<file path="config.mk">
export PLATFORM = sky130hd
export DESIGN_NAME = spi_wr_bridge
export DESIGN_NICKNAME = d
export VERILOG_FILES = /design/src/rtl/spi_wr_bridge.sv
export SDC_FILE = /design/constraint.sdc
export NUM_CORES = 1
export LEC_CHECK = 0
export ABC_AREA = 1
export ABC_CLOCK_PERIOD_IN_PS = 2300
export BUFFER_PORTS_ARGS = -buffer_cell sky130_fd_sc_hd__clkbuf_2
export CORE_UTILIZATION = 50
export DETAILED_ROUTE_END_ITERATION = 8
export HOLD_SLACK_MARGIN = 0.06
export PLACE_DENSITY = 0.73
export SLEW_MARGIN = 20
export SYNTH_ARGS = -nofsm -noshare
export SYNTH_HDL_FRONTEND = slang
export SYNTH_SLANG_ARGS = --single-unit
</file>
<file path="constraint.sdc">
create_clock -name clk -period 2.3 [get_ports clk]
set_clock_uncertainty 0.15 [all_clocks]
set_input_delay 0.69 -clock clk [delete_from_list [all_inputs] [get_ports clk]]
set_output_delay 0.69 -clock clk [all_outputs]
set_load 0.1 [all_outputs]
</file>
<file path="src/rtl/spi_wr_bridge.sv">
// SPI write bridge: synchronises the sck-domain write strobe, captures address/data
// into a small FIFO and drains it onto a valid/ready write bus, counting overflow drops.
module spi_wr_bridge #(
    parameter int ADDR_W      = 24,
    parameter int DATA_W      = 32,
    parameter int DEPTH       = 4,
    parameter int SYNC_STAGES = 2
) (
    input  logic                     clk,
    input  logic                     rst_n,
    input  logic                     wr_en_in,
    input  logic [ADDR_W-1:0]        wr_addr_in,
    input  logic [DATA_W-1:0]        wr_data_in,
    output logic                     bus_valid,
    input  logic                     bus_ready,
    output logic [ADDR_W-1:0]        bus_addr,
    output logic [DATA_W-1:0]        bus_data,
    output logic [$clog2(DEPTH):0]   fifo_level,
    output logic                     ovf,
    input  logic                     ovf_clr,
    output logic [7:0]               drop_cnt
);

    localparam int PTR_W = $clog2(DEPTH);
    localparam int LVL_W = PTR_W + 1;

    logic [SYNC_STAGES-1:0] sync_q;
    logic                   edge_q;
    logic                   push;
    logic                   pop;
    logic                   full;
    logic                   wr_fire;
    logic                   drop;
    logic [PTR_W-1:0]       wr_ptr;
    logic [PTR_W-1:0]       rd_ptr;
    logic [ADDR_W-1:0]      addr_mem [DEPTH];
    logic [DATA_W-1:0]      data_mem [DEPTH];

    // Chain and edge flop reset high so a strobe already asserted at release is not a rise.
    always_ff @(posedge clk or negedge rst_n) begin
        if (!rst_n) begin
            sync_q <= '1;
            edge_q <= 1'b1;
        end else begin
            sync_q <= {sync_q[SYNC_STAGES-2:0], wr_en_in};
            edge_q <= sync_q[SYNC_STAGES-1];
        end
    end

    assign push    = sync_q[SYNC_STAGES-1] & ~edge_q;
    assign full    = (fifo_level == LVL_W'(DEPTH));
    assign pop     = bus_valid & bus_ready;
    assign wr_fire = push & (~full | pop);
    assign drop    = push & full & ~pop;

    always_ff @(posedge clk or negedge rst_n) begin
        if (!rst_n) begin
            addr_mem   <= '{default: '0};
            data_mem   <= '{default: '0};
            wr_ptr     <= '0;
            rd_ptr     <= '0;
            fifo_level <= '0;
        end else begin
            if (wr_fire) begin
                addr_mem[wr_ptr] <= wr_addr_in;
                data_mem[wr_ptr] <= wr_data_in;
                wr_ptr           <= wr_ptr + PTR_W'(1);
            end
            if (pop) begin
                rd_ptr <= rd_ptr + PTR_W'(1);
            end
            fifo_level <= fifo_level + LVL_W'(wr_fire) - LVL_W'(pop);
        end
    end

    // A drop in the same cycle as a clear restarts the count at one.
    always_ff @(posedge clk or negedge rst_n) begin
        if (!rst_n) begin
            ovf      <= 1'b0;
            drop_cnt <= '0;
        end else if (drop) begin
            ovf      <= 1'b1;
            drop_cnt <= ovf_clr ? 8'd1 : ((drop_cnt == 8'hFF) ? drop_cnt : drop_cnt + 8'd1);
        end else if (ovf_clr) begin
            ovf      <= 1'b0;
            drop_cnt <= '0;
        end
    end

    assign bus_valid = (fifo_level != '0);
    assign bus_addr  = addr_mem[rd_ptr];
    assign bus_data  = data_mem[rd_ptr];

endmodule

</file>
==> flow_summary.json <==
{
  "timing.fmax_mhz": 362,
  "cts-root-buf": "clkbuf_16",
  "cts_sinks": 243,
  "cp_top_family": "flip-flops",
  "reg2regPathDepth": 11,
  "yosys-top-cells-area": "dfrtp_1 52%, nand2_1 16%, o21ai_0 13%, nor2_1 3.9%, o22ai_1 3.1%",
  "synth_compound_area_frac": 0.183,
  "max_slew_margin": 0.605,
  "maxSlewViolCount": 0,
  "synth_fa_ha_area_frac": 0.00938,
  "core_area_sq_um": 22600,
  "rr_endpoint": "fifo_level[2]",
  "synth-seq-cells": 243,
  "clockBufferDepth": 3,
  "crit_cells": 5,
  "syn_inst": 1410,
  "portBuffers": 129,
  "crit_chain": "clkinv_8 -> buf_12 -> nor2_1 -> o22ai_4 -> buf_12",
  "dr_total_vias": 10400,
  "htree_levels": 1,
  "antenna_found_initial": 0,
  "synth_area_per_cell_sq_um": 8.13,
  "final_nets": 1576,
  "setup_violations": 56,
  "synth_edf_count": 0,
  "synth_cell_types": 26,
  "synthTopCellsByCount": "479 x nand2_1, 292 x o21ai_0, 240 x dfrtp_1",
  "placementRows": 55,
  "fin_hold_ws_ns": 0.101,
  "die_x_um": 153,
  "min_period_ns": 2.76,
  "grt_max_degree": 91,
  "gp_congestion": 0.792,
  "violations": "setup timing",
  "synth.area.mux_share": 0,
  "setup.worst_path.end": "bus_data[30]",
  "layout-drive-gt1-share": 0.233,
  "wl_per_cell_um": 17.9,
  "netlist_area_sq_um": 11500,
  "grt_usage": 0.287,
  "setup_tns_ns": -23.69,
  "critPathLaunchType": "register",
  "setup.worst_path.end_class": "primary output",
  "antennaDiodeCount": 0,
  "worstMarginPinSlew_ns": 0.593,
  "cts_tree": "done",
  "register_area_sq_um": 6100,
  "post-route-period-util": 1.20,
  "fin_cells": 1812,
  "area_delta_synth_final_pct": 34.0,
  "initial_core_util": 0.508,
  "synth_ff_type": "dfrtp_1",
  "die_area_sq_um": 23500,
  "r2r_start": "fifo_level[1]",
  "async_flop_share": 1.00,
  "routed_wl_um": 32400,
  "synth_nets": 1479,
  "grt_pass1_wl_um": 54600,
  "grt_pass1_vias": 10500,
  "grt_overflow": 0,
  "cp_num_buf_inv": 3,
  "fin_ws_ns": -0.463,
  "synth-warning-count": 0,
  "synth_top_area_frac": 0.524,
  "dp_hpwl_um": 19200,
  "ant_nets": 0,
  "synth_top_family_by_area": "simple AND/OR/NAND/NOR gates",
  "drc": 0,
  "cap_violations": 0,
  "crit_fanout": 34,
  "cts_made_buffers": 27,
  "clk_latency_ns": 0.53,
  "crit_start": "rd_ptr[0]",
  "cpMaxStageDelayCell": "dfrtp_4",
  "fill_cells": 1743,
  "rsz0062_at_grt": "true",
  "ioPinCount": 130,
  "hp-class": "in -> reg",
  "crit_arrival_ns": 1.92,
  "dr.pass1.iters": 5,
  "cp_common_cell": "buf_12",
  "r2r_slack_ns": 0.10,
  "crit_required_ns": 1.46,
  "synth_xor_area_frac": 0.00458,
  "dieHeight_um": 153,
  "drtIter0Drc": 896,
  "dp.cells": 1759,
  "cpPeakStageDelay_ns": 0.56,
  "synthSimpleGateAreaFrac": 0.205,
  "clk_pin_slew_worst_paths_ns": 0.06,
  "synth_most_common_cell": "nand2_1",
  "multi_input_area_sq_um": 5660,
  "status": "complete, but fails checks",
  "hold_viol": 0,
  "yosysSeqAreaShare": 0.530,
  "crit_type": "reg -> out",
  "routed_via_density": 5.74,
  "synth_largest_area_cell": "dfrtp_1"
}
-- cell families after synthesis --
logic type      Yosys count
fa+ha+maj                 8
compound gates          405
buf+inv                 133
simple gates            615
xor+xnor                  6
flops                   243
-- flip-flops by register name, indices dropped and copies added, names as in the netlist --
register / count
addr_mem: 96
fifo_level: 3
ovf: 1
sync_q: 2
edge_q: 1
drop_cnt: 8
wr_ptr: 2
rd_ptr: 2
data_mem: 128
-- how the worst min path moves through the flow --
stage	start	to	slack, ns	cells past startpoint
after detailed placement	sync_q[0]	sync_q[1]	0.20	0
after CTS	wr_en_in	sync_q[0]	0.09	1
final	wr_en_in	sync_q[0]	0.10	1
after floorplan	sync_q[0]	sync_q[1]	0.20	0
after global placement	sync_q[0]	sync_q[1]	0.20	0
after global routing	wr_en_in	sync_q[0]	0.08	1
-- metal layers --
| layer | vias to the layer above | track usage | routed length, um |
|---|---|---|---|
| li1 | 4848 | - | - |
| met1 | 5123 | 0.393 | 13900 |
| met2 | 367 | 0.479 | 15900 |
| met3 | 55 | 0.0383 | 1970 |
| met4 | 0 | 0.0786 | 663 |
| met5 | - | 0 | 0 |
-- cell usage in the layout (no fill, tap or decap), drive strengths merged --
cell and count:
a21oi 3, dfrtp 240, o21bai 2, ha 7, o21ai 343, dfstp 3, nor2 125, nand2 482
clkinv 4, o22ai 56, nand4 1, nand3 7, xnor2 2, bufinv 4, dlygate4sd3 1, inv 23
fa 1, buf 108, clkbuf 110, xor2 4, a21boi 1
-- stage by stage --
stage,util,cell area (sq um),setup slack [ns]
2_1_floorplan,-,12300,-0.227
3_3_place_gp,0.626,14100,-0.145
3_5_place_dp,0.626,14100,-0.200
4_1_cts,0.677,15300,-0.474
5_1_grt,0.681,15400,-0.521
6_report,0.681,15400,-0.463
-- timing repair --
action	CTS	global route
pin swaps	3	0
endpoints found under the hold margin	24	0
endpoints found under the setup margin	60	62
buffers inserted	2	0
hold buffers	1	0
gates resized for setup	136	25
gates cloned	1	0
-- area by class of cell --
class | count | share of cell area
Clock buffer | 42 | 0.0515
Clock inverter | 7 | 0.00879
Inverter | 24 | 0.00684
Multi-Input combinational cell | 1034 | 0.368
Sequential cell | 243 | 0.397
Tap cell | 285 | 0.0232
Timing Repair Buffer | 177 | 0.144
Power is left out: the tool's default activity adds up to more than one toggle a clock period on the data nets, which glitch-free logic cannot reach.
